File: config.mk
export PLATFORM = sky130hd
export DESIGN_NAME = touch_key_ctrl
export DESIGN_NICKNAME = d
export VERILOG_FILES = /design/src/rtl/touch_key_ctrl.sv
export SDC_FILE = /design/constraint.sdc
export NUM_CORES = 1
export LEC_CHECK = 0
export ABC_AREA = 1
export BUFFER_PORTS_ARGS = -buffer_cell sky130_fd_sc_hd__clkbuf_2
export CAP_MARGIN = 20
export CORE_MARGIN = 3
export CORE_UTILIZATION = 30
export CTS_CLUSTER_SIZE = 40
export DETAILED_ROUTE_END_ITERATION = 7
export MAX_ROUTING_LAYER = met4
export PLACE_DENSITY_LB_ADDON = 0.08
export SLEW_MARGIN = 15
export SYNTH_ARGS = -nofsm -noshare
export SYNTH_HDL_FRONTEND = slang
export SYNTH_SLANG_ARGS = --single-unit
File: constraint.sdc
create_clock -name clk -period 1.9 [get_ports clk]
set_input_delay 0.38 -clock clk [delete_from_list [all_inputs] [get_ports clk]]
set_output_delay 0.38 -clock clk [all_outputs]
set_load 0.01 [all_outputs]
File: src/rtl/touch_key_ctrl.sv
// touch_key_ctrl
//   Debounces three touch-key levels and turns each accepted touch into a
//   single action on the gate / counting state.
//
// Ports
//   clk          system clock, rising edge
//   reset        synchronous, active-high
//   op_cl        open/close key level
//   pl_pa        play/pause key level
//   clear        clear key level
//   opened       registered gate state (1 = open)
//   playing      registered counting state (1 = play)
//   clear_pulse  one-cycle count-clear request
//   busy         high whenever the FSM is not in IDLE
module touch_key_ctrl #(
  parameter logic [15:0] DEB_CYCLES = 16'd50000,
  parameter logic [15:0] REL_CYCLES = 16'd50000
) (
  input  logic clk,
  input  logic reset,
  input  logic op_cl,
  input  logic pl_pa,
  input  logic clear,
  output logic opened,
  output logic playing,
  output logic clear_pulse,
  output logic busy
);

  typedef enum logic [1:0] {IDLE, DEBOUNCE, ACTIVE, RELEASE} state_t;

  // Thresholds below 1 behave as 1.
  localparam logic [15:0] DEB_EFF = (DEB_CYCLES < 16'd2) ? 16'd1 : DEB_CYCLES;
  localparam logic [15:0] REL_EFF = (REL_CYCLES < 16'd2) ? 16'd1 : REL_CYCLES;

  state_t      state;
  logic [2:0]  code_q;
  logic [2:0]  key_lat;
  logic [15:0] cnt;
  logic [15:0] cnt_inc;
  logic        code_valid;
  logic        opened_act;
  logic        playing_act;

  // Multi-key codes fall out as not-valid, i.e. NONE.
  assign code_valid = (code_q == 3'b001) || (code_q == 3'b010) || (code_q == 3'b100);
  assign cnt_inc    = (cnt == '1) ? cnt : cnt + 16'd1;
  assign busy       = (state != IDLE);

  // Action results; only used on an edge where code_q equals the accepted key.
  always_comb begin
    opened_act  = opened;
    playing_act = playing;
    if (code_q[0]) begin
      opened_act = ~opened;
      if (opened) playing_act = 1'b0;
    end else if (code_q[1]) begin
      if (opened) playing_act = ~playing;
    end
  end

  always_ff @(posedge clk) begin
    if (reset) begin
      state       <= IDLE;
      cnt         <= '0;
      key_lat     <= '0;
      code_q      <= '0;
      opened      <= 1'b0;
      playing     <= 1'b0;
      clear_pulse <= 1'b0;
    end else begin
      code_q      <= {clear, pl_pa, op_cl};
      clear_pulse <= 1'b0;
      case (state)
        IDLE: begin
          if (code_valid) begin
            key_lat <= code_q;
            cnt     <= 16'd1;
            // With a one-sample debounce the first valid sample is accepted.
            if (DEB_EFF == 16'd1) begin
              opened      <= opened_act;
              playing     <= playing_act;
              clear_pulse <= code_q[2];
              state       <= ACTIVE;
            end else begin
              state <= DEBOUNCE;
            end
          end
        end
        DEBOUNCE: begin
          if (code_q == key_lat) begin
            cnt <= cnt_inc;
            if (cnt_inc >= DEB_EFF) begin
              opened      <= opened_act;
              playing     <= playing_act;
              clear_pulse <= code_q[2];
              state       <= ACTIVE;
            end
          end else begin
            cnt   <= '0;
            state <= IDLE;
          end
        end
        ACTIVE: begin
          if (!code_valid) begin
            cnt   <= 16'd1;
            state <= (REL_EFF == 16'd1) ? IDLE : RELEASE;
          end
        end
        RELEASE: begin
          if (!code_valid) begin
            cnt <= cnt_inc;
            if (cnt_inc >= REL_EFF) state <= IDLE;
          end else begin
            state <= ACTIVE;
          end
        end
        default: state <= IDLE;
      endcase
    end
  end

endmodule

==> summary.md, run 1 <==
| Metric | Value |
|---|---|
| Chip width | 79.75 µm |
| Grt ovf | 0 |
| Worst slack, placed | 0.01415 ns |
| Sw Share | 37.53% |
| Post-Synth Simple-Gate Area | 39.57% |
| Core area | 5172 µm² |
| PD cells | 723.0 nW/µm² |
| Fin area | 2131 µm² |
| Slew at the pin closest to its max-slew limit | 0.4518 ns |
| Status | finished clean |
| Fin worst setup slack | 0.1327 ns |
| Final WL | 4374 µm |
| Placed Cells incl. Taps | 353 |
| Vias in the first global route | 1387 |
| Hpwl dp | 3136 µm |
| Post-Synthesis Mean Instance Area | 6.180 µm² |
| Area contributors post-synth | dfxtp_1 (33%), nand2_1 (19%), inv_1 (7.4%) |
| Skew final | 0.01030 ns |
| CTS root buf | clkbuf_8 |
| Synthesis-stage register bit count | 27 |
| Layout Cells excl Fill | 366 |
| Yosys warnings | 0 |
| Synth async-reset ratio | 0% |
| Top FF cell, synth | dfxtp_1 |
| Worst EP required | 2.12 ns |
| Worst Hold Slack | 0.2793 ns |
| Area post-placement | 1851 µm² |
| Clk sinks | 27 |
| Max FO, Critical Path | 6 |
| Syn_nets | 270 |
| CP startpoint kind | flip-flop |
| CTS tree | built |
| Tmin final | 1.767 ns |
| Sw Pwr | 0.5782 mW |
| Setup CP Type | reg -> reg |
| Row cnt | 26 |
| Post-synthesis mux area share | 0% |
| Drt first pass iters | 4 |
| Layout cells sized above 1 | 29.39% |
| Register share of total power | 42.8% |
| Cell variety after synth | 26 |
| Synth Area in Adders | 0.7669% |
| Post-synth EDFFs | 0 |
| DR iter-0 viols | 109 |
| CTS max path bufs | 2 |
| HP Class | in -> reg |
| Antenna violations before repair | 0 |
| RSZ-0062 raised after global routing | false |
| Critical Path End Type | flip-flop |
| CTS buffer count | 3 |
| ANT cells | 0 |
| Sequential-to-total area share from yosys stat | 33.13% |
| Final Cycle Share | 93.02% |
| Routed length per instance | 11.95 µm |
| H-tree levels | 1 |
| Final hold vios | 0 |
| Yosys top cell area share | 33.13% |
| First-pass GRT wire length | 6665 µm |
| I/O Pins | 9 |
| Final core occ | 41.20% |
| P_int | 0.9623 mW |
| Worst path arrival time | 1.99 ns |
| Synth Cell Area | 1632 µm² |
| Clock-pin transition on the worst setup and hold timing paths | 0.10 ns |
| Full die area | 6359 µm² |
| Area delta synth->final | 30.60% |
| Static leakage | 0.9792 nW |
| PnR Total Power | 1.541 mW |
| Worst vdd ir | 318.7 µV |
| TNS Setup | 0 ns |
| Die H | 79.75 µm |
| Fin. max-slew vios | 0 |
| Achievable Freq | 565.8 MHz |
| Max cap viols | 0 |
| Largest net degree at the start of global routing | 21 |
| Cell taking the most area after synthesis | dfxtp_1 |
| DRC | 0 |
| RePlAce Congestion | 0.8347 |
| PortBufs | 8 |
| Part of the power in the clock network | 22.6% |
| Combinational family with the most area after synthesis | simple AND/OR/NAND/NOR gates |
| Synth Instances | 264 |
| Antenna Nets Post-Route | 0 |
| Power share of the combinational group | 34.6% |
| XOR/XNOR share of the synthesized area | 3.758% |
| Nets | 303 |
| Setup-failing EPs final | 0 |
| Post-CTS Hold Fix Bufs | 0 |
| GRT Overall Usage | 13.73% |
| Slew HR | 69.70% |
| Initial Utilization | 31.54% |
| Clock Latency Late Sink | 0.28 ns |
| Complex-gate fraction of the synthesized area | 12.73% |
| Via count | 1670 |
| DR vias/cell | 4.563 |
[flip-flops by register name, summed over array words and instances (netlist names)]
register     cells
key_lat          3
clear_pulse      1
state            2
code_q           3
playing          1
opened           1
cnt             16
[power groups by stage]
stage,Sequential [mW],Combinational [mW],Clock [mW]
2_1_floorplan,0.658,0.326,0
3_3_place_gp,0.665,0.496,0
3_5_place_dp,0.662,0.493,0
4_1_cts,0.651,0.495,0.373
6_report,0.659,0.533,0.348
5_1_grt,0.665,0.600,0.389
[Yosys cell counts, types with 2 or more instances]
master / instances
nor2_1: 31
o21ai_1: 2
o211ai_1: 3
inv_2: 4
inv_1: 32
nand3_1: 16
nor2_2: 5
a21oi_1: 21
nand4_1: 7
clkbuf_1: 2
o21ai_0: 7
nand3_2: 2
buf_2: 2
nand2_1: 82
dfxtp_1: 27
nand2_2: 4
xor2_1: 6
nor3_1: 3
[cells in the final DEF, fill, tap and decap left out, drive strengths merged]
| cell type | instances |
|---|---|
| a21o | 1 |
| a21oi | 21 |
| a221oi | 1 |
| a31oi | 1 |
| buf | 24 |
| clkbuf | 11 |
| clkinv | 1 |
| dfxtp | 27 |
| ha | 1 |
| inv | 36 |
| nand2 | 87 |
| nand3 | 18 |
| nand4 | 7 |
| nor2 | 36 |
| nor3 | 3 |
| o211ai | 3 |
| o21ai | 9 |
| o31ai | 1 |
| or2 | 1 |
| xnor2 | 1 |
| xor2 | 6 |
[layer usage]
metal,vias to the layer above,wire length (µm),global-route usage (%)
li1,898,-,-
met1,761,2453,20.21
met2,9,1834,19.28
met3,2,62,2.032
met4,0,23,4.054
met5,-,0,-
[timing repair]
item / in CTS / in global routing
gates resized for setup: 1 / 49
setup buffers: 0 / 8
setup endpoints to repair: 1 / 4
pin swaps: 0 / 16
gates cloned: 0 / 1
[path summary, 6_finish.rpt]
kind / start / to / slack [ns] / cells past startpoint
worst max-delay path: cnt[13] / playing / 0.13 / 14
worst min-delay path: clear / code_q[2] / 0.28 / 3
worst max register to register: cnt[13] / playing / 0.13 / 14
worst min register to register: key_lat[2] / key_lat[2] / 0.49 / 2
[kinds of logic after synthesis]
family,after synthesis
AOI/OAI and AO/OA,37
xor gates and xnor gates,7
adders and majority gates,1
buffers and inverters,41
DFF,27
and+or+nand+nor,151
[final cells by class]
| cell class | instances | area (µm²) |
|---|---|---|
| clock inverter | 1 | 5.005 |
| clock buffer | 3 | 41.29 |
| tap | 70 | 87.58 |
| fill | 548 | 3042 |
| inverter | 36 | 137.6 |
| timing repair buffer | 32 | 224.0 |
| sequential | 27 | 555.5 |
| multi-input combinational | 197 | 1080 |
[worst max-delay path, cell delays in order, from the launching register on]
cell and delay, ns:
dfxtp_1 0.43, nand4_1 0.24, nor2_4 0.23, nand2_4 0.10
inv_1 0.09, a21oi_2 0.04, nand2_1 0.06, nand2_1 0.05
nand2_2 0.08, nand2_4 0.07, inv_2 0.08, nand2_1 0.06
nand2_1 0.06, inv_1 0.04, nor2_2 0.07
Note: power is estimated with default switching activity, not from simulation.
==> inputs of run 2 (changes only) <==
--- a/config.mk
+++ b/config.mk
@@ -9,7 +9,7 @@
 export BUFFER_PORTS_ARGS = -buffer_cell sky130_fd_sc_hd__clkbuf_2
 export CAP_MARGIN = 20
 export CORE_MARGIN = 3
-export CORE_UTILIZATION = 30
+export CORE_UTILIZATION = 35
 export CTS_CLUSTER_SIZE = 40
 export DETAILED_ROUTE_END_ITERATION = 7
 export MAX_ROUTING_LAYER = met4
==> run 2 against run 1 <==
Combinational power shrank 5.1%; via count fell by 1.6%; first-iteration DRC count increased by 40%.
==> summary.md, run 2 (synthesis results as in run 1) <==
| Metric | Value |
|---|---|
| Via count | 1643 (was 1670) |
| Fin area | 1978 µm² (was 2131 µm²) |
| Routed length per instance | 12.17 µm (was 11.95 µm) |
| Area post-placement | 1790 µm² (was 1851 µm²) |
| Core area | 4414 µm² (was 5172 µm²) |
| Row cnt | 24 (was 26) |
| Nets | 292 (was 303) |
| CP startpoint kind | flip-flop (unchanged) |
| Final core occ | 44.81% (was 41.20%) |
| Fin worst setup slack | 0.1622 ns (was 0.1327 ns) |
| Regs by FF count | cnt: 16 flops, code_q: 3 flops, key_lat: 3 flops (unchanged) |
| Final WL | 4100 µm (was 4374 µm) |
| Commonest non-fill, non-tap cell in the layout | nand2_1 (unchanged) |
| CTS root buf | clkbuf_8 (unchanged) |
| Skew final | 0.004910 ns (was 0.01030 ns) |
| Worst path arrival time | 1.97 ns (was 1.99 ns) |
| Worst vdd ir | 286.9 µV (was 318.7 µV) |
| Critical Path End Type | flip-flop (unchanged) |
| Final hold vios | 0 (unchanged) |
| Clk sinks | 27 (unchanged) |
| CTS max path bufs | 2 (unchanged) |
| Tmin final | 1.738 ns (was 1.767 ns) |
| DR iter-0 viols | 153 (was 109) |
| DRC | 0 (unchanged) |
| Max reg flops | 16 (unchanged) |
| GRT Overall Usage | 16.49% (was 13.73%) |
| Antenna Nets Post-Route | 0 (unchanged) |
| Vias in the first global route | 1505 (was 1387) |
| Worst slack, placed | 0.06400 ns (was 0.01415 ns) |
| I/O Pins | 9 (unchanged) |
| Antenna violations before repair | 0 (unchanged) |
| Static leakage | 0.8848 nW (was 0.9792 nW) |
| Slew at the pin closest to its max-slew limit | 0.4054 ns (was 0.4518 ns) |
| Fin. max-slew vios | 0 (unchanged) |
| Max FO, Critical Path | 6 (unchanged) |
| Chip width | 74.28 µm (was 79.75 µm) |
| DR vias/cell | 4.875 (was 4.563) |
| CP most frequent cell | nand2_1 (unchanged) |
| Clock Latency Late Sink | 0.29 ns (was 0.28 ns) |
| PnR Total Power | 1.518 mW (was 1.541 mW) |
| HP Class | in -> reg (unchanged) |
| Grt ovf | 0 (unchanged) |
| Setup CP Type | reg -> reg (unchanged) |
| Critical Path Start | cnt[13] (unchanged) |
| Die H | 74.28 µm (was 79.75 µm) |
| Largest net degree at the start of global routing | 21 (unchanged) |
| Internal reg-to-reg setup slack | 0.16 ns (was 0.13 ns) |
| Area delta synth->final | 21.24% (was 30.60%) |
| Clock-pin transition on the worst setup and hold timing paths | 0.10 ns (about the same) |
| Hpwl dp | 3006 µm (was 3136 µm) |
| First-pass GRT wire length | 6906 µm (was 6665 µm) |
| H-tree levels | 1 (unchanged) |
| Full die area | 5517 µm² (was 6359 µm²) |
| PortBufs | 8 (unchanged) |
| Top reg by flops | cnt (unchanged) |
| Worst EP required | 2.13 ns (was 2.12 ns) |
| PD cells | 767.4 nW/µm² (was 723.0 nW/µm²) |
| CTS tree | built (unchanged) |
| Fillcell total | 469 (was 548) |
| Most frequent cells in the layout | nand2_1 (79), inv_1 (31), nor2_1 (25) (was nand2_1 (77), inv_1 (30), nor2_1 (23), buf_4 (23), a21oi_1 (19)) |
| Setup-failing EPs final | 0 (unchanged) |
| ANT cells | 0 (unchanged) |
| CTS buffer count | 3 (unchanged) |
| Initial Utilization | 36.96% (was 31.54%) |
| RePlAce Congestion | 0.8776 (was 0.8347) |
| Crit path cell chain | nand4_1, buf_4, nor2_4, inv_2, nand3_1, nand2_1, inv_1, nand2_2, inv_2, nand2_1, nand2_1, inv_1, nor2_1 (was nand4_1, nor2_4, nand2_4, inv_1, a21oi_2, nand2_1, nand2_1, nand2_2, nand2_4, inv_2, nand2_1, nand2_1, inv_1, nor2_2) |
| Max cap viols | 0 (unchanged) |
| Critical Path Max Stage Delay | 0.44 ns (was 0.43 ns) |
| R2r startpoint | cnt[13] (unchanged) |
| Layout cells sized above 1 | 23.86% (was 29.39%) |
| Min-Delay Startpoint | clear (unchanged) |
| Status | finished clean (unchanged) |
| Final Cycle Share | 91.46% (was 93.02%) |
| Slew HR | 72.85% (was 69.70%) |
| Worst Hold Slack | 0.2647 ns (was 0.2793 ns) |
| Achievable Freq | 575.5 MHz (was 565.8 MHz) |
| Slowest cell on crit path | dfxtp_1 (unchanged) |
| Drt first pass iters | 4 (unchanged) |
-- run 2: path summary, 6_finish.rpt --
| kind | endpoint | depth (start not counted) |
|---|---|---|
| min | code_q[2] | 3 |
| min reg2reg | cnt[7] | 2 |
| max | playing | 13 |
| max reg2reg | playing | 13 |
-- run 2: stage by stage --
stage / instances / setup TNS, ns
after CTS: 334 / 0
after detailed placement: 330 / 0
after floorplan: 264 / 0
final: 337 / 0
after global placement: 330 / 0
after global routing: 337 / -0.05779
-- run 2: area by class of cell --
type	instances	area, µm²	area share, %
sequential	27	559.3	28.27
inverter	36	135.1	6.831
clock buffer	3	41.29	2.087
timing repair buffer	21	141.4	7.147
clock inverter	1	5.005	0.2530
multi-input combinational	197	1031	52.12
tap	52	65.06	3.289
-- run 2: timing repair --
item | in CTS | in global routing
resized for setup | 0 | 38
setup buffers | 0 | 2
hold buffers | 0 | 0
endpoints found under the setup margin | 0 | 4
-- run 2: report_power, final --
| part | switching, mW | leakage [nW] | internal (mW) |
|---|---|---|---|
| logic | 0.319 | 0.634 | 0.187 |
| clock network | 0.208 | 0.0255 | 0.148 |
| registers | 0.0456 | 0.225 | 0.611 |
| total | 0.572 | 0.885 | 0.946 |
-- run 2: layer usage --
layer | global-route usage, % | wire (µm)
met1 | 22.92 | 2139
met2 | 24.80 | 1780
met3 | 2.432 | 125
met4 | 4.743 | 55
met5 | - | 0
-- run 2: worst max-delay path: cells and delay by family, from the launching register on --
kind / cells / cell delay (ns)
flops: 1 / 0.44
buf+inv: 5 / 0.47
simple gates: 8 / 0.77
==> inputs of run 3 (changes only) <==
--- a/config.mk
+++ b/config.mk
@@ -13,7 +13,7 @@
 export CTS_CLUSTER_SIZE = 40
 export DETAILED_ROUTE_END_ITERATION = 7
 export MAX_ROUTING_LAYER = met4
-export PLACE_DENSITY_LB_ADDON = 0.08
+export PLACE_DENSITY_LB_ADDON = 0.3
 export SLEW_MARGIN = 15
 export SYNTH_ARGS = -nofsm -noshare
 export SYNTH_HDL_FRONTEND = slang
==> run 3 against run 2 <==
Hold slack better by 0.011 ns; wire length fell by 7.5%; final cell count grew 0.30%; sequential share of layout area barely moved; sequential power rose by 0.9%; flip-flop and latch count unchanged; highest routed layer unchanged.
==> summary.md, run 3 (synthesis results as in run 1) <==
| Metric | Value |
|---|---|
| RSZ-0062 raised after global routing | true |
| CTS root buf | clkbuf_8 (unchanged) |
| Commonest non-fill, non-tap cell in the layout | nand2_1 (unchanged) |
| Worst slack, placed | -0.1126 ns (was 0.06400 ns) |
| CTS max path bufs | 2 (unchanged) |
| Multi-input combinational cell area | 1002 µm² (was 1031 µm²) |
| Routed length per instance | 11.22 µm (was 12.17 µm) |
| Antenna violations before repair | 0 (unchanged) |
| Nets | 293 (was 292) |
| Layout cells sized above 1 | 22.73% (was 23.86%) |
| Row cnt | 24 (unchanged) |
| Fin. max-slew vios | 0 (unchanged) |
| Clock-pin transition on the worst setup and hold timing paths | 0.09 ns (was 0.10 ns) |
| DRC | 0 (unchanged) |
| Setup CP Type | reg -> reg (unchanged) |
| Slew at the pin closest to its max-slew limit | 0.4766 ns (was 0.4054 ns) |
| Drt first pass iters | 4 (unchanged) |
| CTS buffer count | 3 (unchanged) |
| GRT Overall Usage | 15.36% (was 16.49%) |
| Fillcell total | 467 (was 469) |
| Sw Share | 37.64% (was 37.69%) |
| CTS tree | built (unchanged) |
| Hpwl dp | 2679 µm (was 3006 µm) |
| Area delta synth->final | 21.09% (was 21.24%) |
| First-pass GRT wire length | 6527 µm (was 6906 µm) |
| Slew HR | 68.08% (was 72.85%) |
| Sw Pwr | 0.5587 mW (was 0.5722 mW) |
| Final core occ | 44.76% (was 44.81%) |
| Vias in the first global route | 1478 (was 1505) |
| Max cap viols | 0 (unchanged) |
| Fin worst setup slack | 0.08433 ns (was 0.1622 ns) |
| Via count | 1638 (was 1643) |
| Final hold vios | 0 (unchanged) |
| Register share of total power | 44.6% (was 43.2%) |
| Most frequent cells in the layout | nand2_1 (81), inv_1 (31), nor2_1 (26) (was nand2_1 (79), inv_1 (31), nor2_1 (25)) |
| PD cells | 751.4 nW/µm² (was 767.4 nW/µm²) |
| Power share of the combinational group | 31.7% (was 33.3%) |
| Antenna Nets Post-Route | 0 (unchanged) |
| HP Class | in -> reg (unchanged) |
| Setup-failing EPs final | 0 (unchanged) |
| Post-CTS Hold Fix Bufs | 0 (unchanged) |
| H-tree levels | 1 (unchanged) |
| Worst vdd ir | 389.7 µV (was 286.9 µV) |
| I/O Pins | 9 (unchanged) |
| Final Cycle Share | 95.56% (was 91.46%) |
| RePlAce Congestion | 0.8658 (was 0.8776) |
| CP startpoint kind | flip-flop (unchanged) |
| Max FO, Critical Path | 7 (was 6) |
| Clock Latency Late Sink | 0.29 ns (about the same) |
| Die H | 74.28 µm (unchanged) |
| Skew final | 0.009387 ns (was 0.004910 ns) |
| Clk sinks | 27 (unchanged) |
| PortBufs | 8 (unchanged) |
| Tmin final | 1.816 ns (was 1.738 ns) |
| Core area | 4414 µm² (unchanged) |
| Worst path arrival time | 2.00 ns (was 1.97 ns) |
| PnR Total Power | 1.485 mW (was 1.518 mW) |
| ANT cells | 0 (unchanged) |
| Status | finished clean (unchanged) |
| Part of the power in the clock network | 23.7% (was 23.5%) |
| Final WL | 3793 µm (was 4100 µm) |
| Worst EP required | 2.08 ns (was 2.13 ns) |
| Register Area | 559.3 µm² (unchanged) |
| DR iter-0 viols | 73 (was 153) |
| Chip width | 74.28 µm (unchanged) |
| Largest net degree at the start of global routing | 21 (unchanged) |
| Static leakage | 0.8865 nW (was 0.8848 nW) |
| Grt ovf | 0 (unchanged) |
| P_int | 0.9258 mW (was 0.9459 mW) |
| Placed Cells incl. Taps | 329 (was 330) |
| Max reg flops | 16 (unchanged) |
| DR vias/cell | 4.846 (was 4.875) |
| Critical Path End Type | flip-flop (unchanged) |
| Top reg by flops | cnt (unchanged) |
| Layout Cells excl Fill | 338 (was 337) |
| Full die area | 5517 µm² (unchanged) |
| Achievable Freq | 550.8 MHz (was 575.5 MHz) |
| Initial Utilization | 36.96% (unchanged) |
| Regs by FF count | cnt: 16 flops, code_q: 3 flops, key_lat: 3 flops (unchanged) |
-- run 3: changes by cell type in the layout (fill, tap and decap cells not counted), moves of 2 or more --
cell / change
nand2_2: -3
nor2_2: +2
nand2_1: +2
buf_4: +2
nor2_4: -3
-- run 3: power groups by stage --
stage               registers [mW]  clock network (mW)  logic (mW)
detailed placement           0.664                   0       0.454
floorplan                    0.658                   0       0.326
finish                       0.662               0.351       0.471
global route                 0.671               0.376       0.547
CTS                          0.655               0.360       0.455
global placement             0.666                   0       0.452
-- run 3: worst max-delay path, cell delays in order, from the launching register on --
cell,delay (ns)
dfxtp_4,0.37
ha_4,0.17
nand3_4,0.09
inv_2,0.05
nand2_2,0.09
inv_2,0.05
nand2_4,0.11
inv_2,0.06
a21oi_2,0.12
nand2_1,0.06
nand2_1,0.07
nand2_1,0.07
nand2_2,0.11
nand2_1,0.09
a21oi_1,0.15
nor2_1,0.05
-- run 3: worst paths after layout --
kind,startpoint,to,slack (ns),cells past startpoint
setup / recovery,cnt[0],state[1],0.08,15
hold / removal,clear,code_q[2],0.28,3
setup reg to reg,cnt[0],state[1],0.08,15
hold reg to reg,key_lat[2],key_lat[2],0.50,2
-- run 3: repair_timing --
item	CTS	global route
resized for setup	4	26
endpoints found under the setup margin	4	13
buffers inserted	5	0
pin swaps	2	4
-- run 3: area by class of cell --
class                      count  area share [%]
clock buffer                   3           2.090
clock inverter                 1          0.3800
inverter                      36           6.840
multi-input combinational    196           50.73
sequential                    27           28.31
tap                           52           3.293
timing repair buffer          23           8.360
-- run 3: per-stage QoR --
stage | instance area [µm²] | hold WS [ns] | setup TNS, ns
floorplan | 1632 | 0.4533 | 0
global placement | 1783 | 0.4725 | -0.1444
detailed placement | 1783 | 0.4872 | -0.1565
CTS | 1894 | 0.2708 | 0
global route | 1976 | 0.2885 | -0.09864
finish | 1976 | 0.2757 | 0
-- run 3: layer usage --
metal / vias to the layer above / routed length [µm] / global-route usage, %
met5: - / 0 / -
met4: 0 / 30 / 4.150
met3: 3 / 69 / 2.027
met2: 19 / 1789 / 23.23
met1: 732 / 1903 / 21.52
li1: 884 / - / -
